[src/rtl/booth_mul_param.sv]
// -----------------------------------------------------------------------------
// booth_mul_param
//   Sequential radix-4 Booth multiplier. One Booth digit is retired per clock,
//   so a multiply takes WIDTH/2 cycles for signed operands and WIDTH/2+1 cycles
//   for unsigned operands. The extra unsigned step consumes the zero bits that
//   are added above the MSB by zero extension.
//
// Parameters
//   WIDTH        operand width in bits (even, 4..32)
//
// Ports
//   clk          rising-edge clock
//   rst_n        asynchronous active-low reset
//   x            multiplicand
//   y            multiplier
//   signed_mode  1 = two's-complement operands, 0 = unsigned operands
//   start        request a multiply (accepted in IDLE or DONE)
//   z            registered product, 2*WIDTH bits
//   busy         high while Booth iterations are in progress
//   done         one-cycle pulse when z has been updated
// -----------------------------------------------------------------------------
module booth_mul_param #(
  parameter int WIDTH = 16
) (
  input  logic               clk,
  input  logic               rst_n,
  input  logic [WIDTH-1:0]   x,
  input  logic [WIDTH-1:0]   y,
  input  logic               signed_mode,
  input  logic               start,
  output logic [2*WIDTH-1:0] z,
  output logic               busy,
  output logic               done
);

  // Operand width after sign/zero extension.
  localparam int EW = WIDTH + 2;
  // Upper (partial-product) field. Its running value stays below 3*2^WIDTH in
  // magnitude, so two bits of headroom over EW are enough for the +/-2 multiples
  // of the most-negative operand.
  localparam int HW = WIDTH + 4;
  // Lower field: extended multiplier plus the implicit zero below its LSB.
  localparam int LW = EW + 1;
  localparam int AW = HW + LW;

  // Counter value on the final Booth step for each mode.
  localparam logic [5:0] LAST_SIGNED   = 6'(WIDTH / 2 - 1);
  localparam logic [5:0] LAST_UNSIGNED = 6'(WIDTH / 2);

  typedef enum logic [1:0] {
    IDLE = 2'd0,
    CALC = 2'd1,
    DONE = 2'd2
  } state_t;

  state_t          state_q, state_d;
  logic [EW-1:0]   m_q;        // captured, extended multiplicand
  logic            mode_q;     // captured signed_mode
  logic [AW-1:0]   acc_q;      // {partial product, remaining multiplier}
  logic [5:0]      cnt_q;      // Booth step counter

  logic [EW-1:0]   x_ext;
  logic [EW-1:0]   y_ext;
  logic [HW-1:0]   m_wide;
  logic [HW-1:0]   addend;
  logic [HW-1:0]   hi_sum;
  logic signed [AW-1:0] acc_pre;
  logic [AW-1:0]   acc_step;
  logic [2*WIDTH-1:0] product;
  logic            last_step;

  // Extension: replicate the MSB only in signed mode.
  assign x_ext = {{2{signed_mode & x[WIDTH-1]}}, x};
  assign y_ext = {{2{signed_mode & y[WIDTH-1]}}, y};

  assign m_wide = {{(HW-EW){m_q[EW-1]}}, m_q};

  // Radix-4 Booth digit from the three lowest bits of the multiplier field.
  always_comb begin
    // NOTE: default first so every path assigns addend and no latch is inferred.
    addend = '0;
    unique case (acc_q[2:0])
      3'b001, 3'b010: addend = m_wide;
      3'b011:         addend = m_wide << 1;
      3'b100:         addend = -(m_wide << 1);
      3'b101, 3'b110: addend = -m_wide;
      default:        addend = '0;
    endcase
  end

  assign hi_sum   = acc_q[AW-1 -: HW] + addend;
  assign acc_pre  = {hi_sum, acc_q[LW-1:0]};
  assign acc_step = AW'(acc_pre >>> 2);

  // After ITER shifts the product's LSB sits at bit LW - 2*ITER of the
  // accumulator: bit 3 for signed (ITER = WIDTH/2), bit 1 for unsigned.
  assign product   = mode_q ? acc_step[3 +: 2*WIDTH] : acc_step[1 +: 2*WIDTH];
  assign last_step = (cnt_q == (mode_q ? LAST_SIGNED : LAST_UNSIGNED));

  always_comb begin
    state_d = state_q;
    unique case (state_q)
      IDLE:    if (start) state_d = CALC;
      CALC:    if (last_step) state_d = DONE;
      DONE:    state_d = start ? CALC : IDLE;
      default: state_d = IDLE;
    endcase
  end

  always_ff @(posedge clk or negedge rst_n) begin
    // NOTE: sequential state uses non-blocking assignments so every register
    // samples pre-edge values regardless of statement order.
    if (!rst_n) state_q <= IDLE;
    else        state_q <= state_d;
  end

  always_ff @(posedge clk or negedge rst_n) begin
    if (!rst_n) begin
      m_q    <= '0;
      mode_q <= 1'b0;
      acc_q  <= '0;
      cnt_q  <= '0;
      z      <= '0;
    end else begin
      unique case (state_q)
        IDLE, DONE: begin
          if (start) begin
            m_q    <= x_ext;
            mode_q <= signed_mode;
            acc_q  <= {{HW{1'b0}}, y_ext, 1'b0};
            cnt_q  <= '0;
          end
        end
        CALC: begin
          acc_q <= acc_step;
          cnt_q <= cnt_q + 6'd1;
          if (last_step) z <= product;
        end
        default: ;
      endcase
    end
  end

  // Both flags decode the state register directly, so they are glitch-free.
  assign busy = (state_q == CALC);
  assign done = (state_q == DONE);

endmodule

[config.mk]
export PLATFORM = sky130hd
export DESIGN_NAME = booth_mul_param
export DESIGN_NICKNAME = d
export VERILOG_FILES = /design/src/rtl/booth_mul_param.sv
export SDC_FILE = /design/constraint.sdc
export NUM_CORES = 1
export LEC_CHECK = 0
export CAP_MARGIN = 20
export CORE_MARGIN = 2
export CORE_UTILIZATION = 35
export DETAILED_ROUTE_END_ITERATION = 10
export DONT_BUFFER_PORTS = 1
export PLACE_DENSITY = 0.48
export SLEW_MARGIN = 10
export SYNTH_ARGS = -nofsm -noshare
export SYNTH_HDL_FRONTEND = slang
export SYNTH_SLANG_ARGS = --single-unit
[constraint.sdc]
create_clock -name clk -period 9.7 [get_ports clk]
set_input_delay 1.455 -clock clk [delete_from_list [all_inputs] [get_ports clk]]
set_output_delay 1.455 -clock clk [all_outputs]
set_load 0.02 [all_outputs]
==> results of run 1 <==
==> per-stage QoR <==
step           hold WS (ns)  cell area [um2]  cells
6_report              0.495             6450    903
5_1_grt               0.524             6450    903
4_1_cts               0.500             6450    903
3_5_place_dp          0.489             6160    887
3_3_place_gp          0.475             6160    887
2_1_floorplan         0.456             6000    705
==> metal layers <==
metal  global-route usage  routed length [um]
met5                    0                   0
met4               0.0591                 272
met3               0.0409                 920
met2                0.291                7660
met1                0.275                8160
==> kinds of logic (layout without fill, tap and decap cells) <==
family / after synthesis / after routing / share of synthesized area
compound gates: 208 / 208 / 0.229
xor+xnor: 28 / 28 / 0.0409
fa+ha+maj: 22 / 22 / 0.0471
buf+inv: 53 / 31 / 0.0336
flops: 95 / 95 / 0.396
mux: 25 / 25 / 0.0419
simple gates: 274 / 274 / 0.211
==> Yosys cell counts (all sizes together), types with 4 or more instances <==
| library cell | number |
|---|---|
| nor3 | 10 |
| o21ai | 74 |
| or3 | 5 |
| a22oi | 18 |
| a21o | 8 |
| a21oi | 34 |
| buf | 7 |
| dfrtp | 95 |
| nand4 | 5 |
| a211oi | 6 |
| a22o | 14 |
| nand3 | 11 |
| xnor2 | 22 |
| and2 | 8 |
| and3 | 9 |
| nor2b | 9 |
| xor2 | 6 |
| mux2i | 24 |
| nor4 | 4 |
| clkbuf | 37 |
| o311ai | 5 |
| nor2 | 37 |
| inv | 6 |
| a31oi | 6 |
| nand2b | 7 |
| o31ai | 6 |
| nand2 | 156 |
| o21bai | 4 |
| ha | 21 |
| a221oi | 5 |
==> worst max-delay path, stage by stage, from the launching register on <==
cell and delay (ns):
dfrtp_1 0.45, inv_1 0.13, ha_1 0.24, nor3b_1 0.56, nand2_1 0.27, or3_1 0.39
xor2_1 0.16, mux2i_1 0.15, a2bb2oi_1 0.16, a21oi_1 0.11, ha_1 0.42, and2_1 0.20
nand3_1 0.08, a211o_1 0.28, a2111oi_2 0.40, o21bai_1 0.13, and4b_1 0.21, a211o_1 0.26
==> sequential cells by signal, summed over array words and instances, names as in the netlist <==
name and cells:
mode_q 1, z 32, acc_q 37, cnt_q 6, state_q 2, m_q 17
==> area by class of cell <==
class	count	area, um2	share of cell area
multi-input cells	557	3430	0.531
well taps	220	275	0.0427
clock inverters	5	48.8	0.00757
flip-flops and latches	95	2380	0.369
inverters	9	33.8	0.00524
repair buffers	6	45.0	0.00698
clock buffers	11	243	0.0376
==> path summary, 6_finish.rpt <==
| check | endpoint | slack, ns | cells after the start |
|---|---|---|---|
| min reg2reg | cnt_q[5] | 0.49 | 1 |
| min | cnt_q[5] | 0.49 | 1 |
| max in group asynchronous | m_q[13] | 8.73 | 0 |
| min in group asynchronous | z[23] | 0.79 | 0 |
| max | acc_q[37] | 4.98 | 17 |
| max reg2reg | acc_q[37] | 4.98 | 17 |
==> layout by cell type, fill, tap and decap left out, drive strengths merged, types with 7 or more instances in the layout <==
cell    count
mux2i      24
xnor2      22
inv        10
nor3       10
clkbuf     11
a21o        8
nand2b      7
and2        8
a21oi      34
and3        9
nor2       37
a22oi      18
nor2b       9
ha         21
nand3      11
o21ai      74
nand2     156
dfrtp      95
a22o       14
==> impl_metrics.tcl, run 1 <==
set metrics [dict create \
    ys.flop_type "dfrtp_1" \
    gp_congestion 0.858 \
    fillers 1695 \
    cts_tree "built" \
    numCtsBuffers 9 \
    max_slew_margin 0.331 \
    post-route-util 0.388 \
    wl_um 17000 \
    portBuffers 0 \
    cts-resized-gates 0 \
    ant_nets 0 \
    tns_ns 0 \
    yosysSeqAreaShare 0.396 \
    rows 47 \
    rsz0062_at_grt "false" \
    dp_slack_ns 4.99 \
    die_h_um 135 \
    initial_core_util 0.360 \
    slew_violations 0 \
    die_w_um 135 \
    drtIter0Drc 425 \
    drt_first_pass_iters 8 \
    grt_pass1_wl_um 27500 \
    synth-seq-cells 95 \
    dp_hpwl_um 11800 \
    async_flop_share 1.00 \
    timing.rr.start "m_q[1]" \
    required_ns 9.94 \
    synth_edf_count 0 \
    cts_setup_buffers 0 \
    status "completed" \
    finalSetupViolCount 0 \
    synth_top_cell_area_share 0.396 \
    hold_path_class "flop to flop" \
    clk_path_buf_depth 2 \
    finalWorstSetupSlack_ns 4.98 \
    num_vias 5137 \
    synth_top_area_cell "dfrtp_1" \
    max_slew.worst_pin.slew_ns 1.00 \
    grt_pass1_vias 4965 \
    ys_top_cells_by_area "dfrtp_1 40%, nand2_1 9.8%, o21ai_0 6.2%" \
    syn_nets 763 \
    fin_skew_ns 0.00803 \
    area_growth_pct 7.53 \
    ioPinCount 70 \
    critPathMaxFanout 6 \
    avgSynthCellArea_um2 8.51 \
    post-route-min-period_ns 4.72 \
    yosysUniqueCellTypes 68 \
    post-route-drc-count 0 \
    grtUsageTotal 0.192 \
    grt-ovfl-total 0 \
    mappedNetlistArea_um2 6000 \
    cts_hold_buffers 0 \
    yosys_warnings 0 \
    worstSetupPathType "flop to flop" \
    core_area_um2 16600 \
    crit_path_end_kind "flop" \
    cp-startpoint "m_q[1]" \
    drive_above_1_share 0.0556 \
    min_period_over_period 0.487 \
    wire_per_inst_um 18.8 \
    start_kind "flop" \
    grt_max_degree 96 \
    hold_viol 0 \
    htree_levels 3 \
    vias_per_cell 5.69 \
    max-cap-violations 0 \
    cts.sinks 95 \
    antenna_found_initial 0 \
    hold_path.startpoint "cnt_q[5]" \
    fin_nets 736 \
    synth_cells 705 \
    fmax_mhz 212 \
    clock-root-buffer "clkbuf_16" \
    die_area_um2 18200 \
    clkLatencyLatePin_ns 0.36 \
    critPathArrivalTime_ns 4.96 \
    path_clk_slew_ns 0.07 \
    num_antenna_cells 0 \
]
Power of run 1 is left out: the tool's default activity adds up to more than one toggle a clock period on the data nets, which glitch-free logic cannot reach.
==> run 2, diff against run 1 <==
- PLACE_DENSITY: 0.48 -> 0.5
- clock period: 9.7 -> 4.2 ns (I/O delays scaled with it)
==> run 2 against run 1 <==
  * Worst hold slack got worse by 0.31 ns
  * Critical endpoint unchanged
  * Clock-buffer cell count is 2 lower
  * First-iteration DRC count fell by 11%
  * Via count up 0.90%
  * Non-clock buffer count grew 43
  * Sequential cell count did not move
  * Global-route usage shrank 0.16 points
  * Utilization is 2.7 points higher
  * Highest routed layer unchanged
  * Critical path type unchanged
==> impl_metrics.tcl, run 2 (synthesis gave the netlist of run 1 again) <==
set metrics [dict create \
    initial_core_util 0.360 \
    reg2reg_depth 17 \
    start_kind "flop" \
    portBuffers 0 \
    ioPinCount 70 \
    grt_pass1_wl_um 27500 \
    layout.cells.non_filler 946 \
    cts_tree "built" \
    critPathArrivalTime_ns 4.25 \
    worstSetupPathType "flop to flop" \
    crit_path_end_kind "flop" \
    grtUsageTotal 0.191 \
    largest_reg_flops 37 \
    gp_congestion 0.935 \
    die_area_um2 18200 \
    clk_path_buf_depth 2 \
    post-route-min-period_ns 4.00 \
    hold_path_class "primary input to asynchronous set/reset pin" \
    min_period_over_period 0.953 \
    grt_pass1_vias 5213 \
    slowest_stage "or4_4" \
    post-route-drc-count 0 \
    vias_per_cell 5.48 \
    die_w_um 135 \
    dp_hpwl_um 11900 \
    critPathMaxFanout 4 \
    max_slew_margin 0.378 \
    wire_per_inst_um 17.6 \
    grt-ovfl-total 0 \
    fmax_mhz 250 \
    reg_top3 "acc_q: 37 flops, z: 32 flops, m_q: 17 flops" \
    numCtsBuffers 9 \
    rsz0062_at_grt "true" \
    drt_first_pass_iters 4 \
    slew_violations 0 \
    max_slew.worst_pin.slew_ns 0.933 \
    drtIter0Drc 380 \
    num_antenna_cells 0 \
    hold_viol 0 \
    finalSetupViolCount 0 \
    timing.rr.start "m_q[0]" \
    core_area_um2 16600 \
    clock-root-buffer "clkbuf_16" \
    status "completed" \
    post-route-util 0.415 \
    required_ns 4.45 \
    final_cell_mix "155 x nand2_1, 94 x dfrtp_1, 73 x o21ai_0" \
    cts.sinks 95 \
    ant_nets 0 \
    top_register "acc_q" \
    clkLatencyLatePin_ns 0.36 \
    num_vias 5183 \
    crit_chain "buf_4 > nor4_4 > nand2_1 > or4_4 > xor2_2 > mux2i_1 > a2bb2oi_2 > a21oi_2 > ha_1 > and2_4 > nand3_1 > a211o_1 > buf_4 > a2111oi_4 > o21bai_1 > and4b_1 > a211o_1" \
    drive_above_1_share 0.128 \
    path_delay_family "simple AND/OR/NAND/NOR gates" \
    wl_um 16700 \
    rr_endpoint "acc_q[37]" \
    placed_cell_area_um2 6460 \
    rows 47 \
    fin_skew_ns 0.00945 \
    fin_nets 779 \
    rrSetupSlack_ns 0.20 \
    layout_commonest_cell "nand2_1" \
    htree_levels 3 \
    grt_max_degree 96 \
    critPathMaxStageDelay_ns 0.44 \
    max-cap-violations 0 \
    antenna_found_initial 0 \
    dp_cells 926 \
    path_clk_slew_ns 0.08 \
    area_growth_pct 15.1 \
    worst-path-buf-inv 2 \
    final_area_um2 6910 \
    die_h_um 135 \
]
-- run 2: timing repair --
| item | 4_1_cts | 5_1_grt |
|---|---|---|
| resized for setup | 0 | 16 |
| hold buffers | 1 | 0 |
| endpoints found under the hold margin | 95 | 0 |
| buffers inserted | 0 | 3 |
| endpoints found under the setup margin | 0 | 6 |
-- run 2: final cells by class --
cell class,instances,area [um2]
well taps,220,275
inverters,9,33.8
clock inverters,7,83.8
multi-input cells,557,3510
clock buffers,9,225
fillers,1660,9740
flip-flops and latches,95,2380
repair buffers,49,400
-- run 2: layer usage --
metal,share of wire,vias to the layer above,GRT usage
li1,-,2574,-
met1,0.47,2501,0.260
met2,0.47,92,0.304
met3,0.049,16,0.0413
met4,0.015,0,0.0573
met5,0,-,0
-- run 2: worst max-delay path by stage --
| stage | from | to | slack [ns] | cells after the start |
|---|---|---|---|---|
| 2_1_floorplan | m_q[0] | acc_q[37] | 0.18 | 17 |
| 3_3_place_gp | m_q[0] | acc_q[37] | 0.20 | 18 |
| 3_5_place_dp | m_q[1] | acc_q[37] | 0.04 | 17 |
| 4_1_cts | m_q[1] | acc_q[37] | 0.03 | 17 |
| 5_1_grt | m_q[0] | acc_q[37] | -0.07 | 17 |
| 6_report | m_q[0] | acc_q[37] | 0.20 | 17 |
-- run 2: metrics by stage --
step                      TNS (ns)  worst slack (ns)  hold slack (ns)
after floorplan                  0             0.179            0.334
after global placement           0             0.196            0.340
after detailed placement         0            0.0395            0.340
after CTS                        0            0.0285            0.214
after global routing       -0.0696           -0.0696            0.224
final                            0             0.199            0.189
Power of run 2 is left out for the same reason.
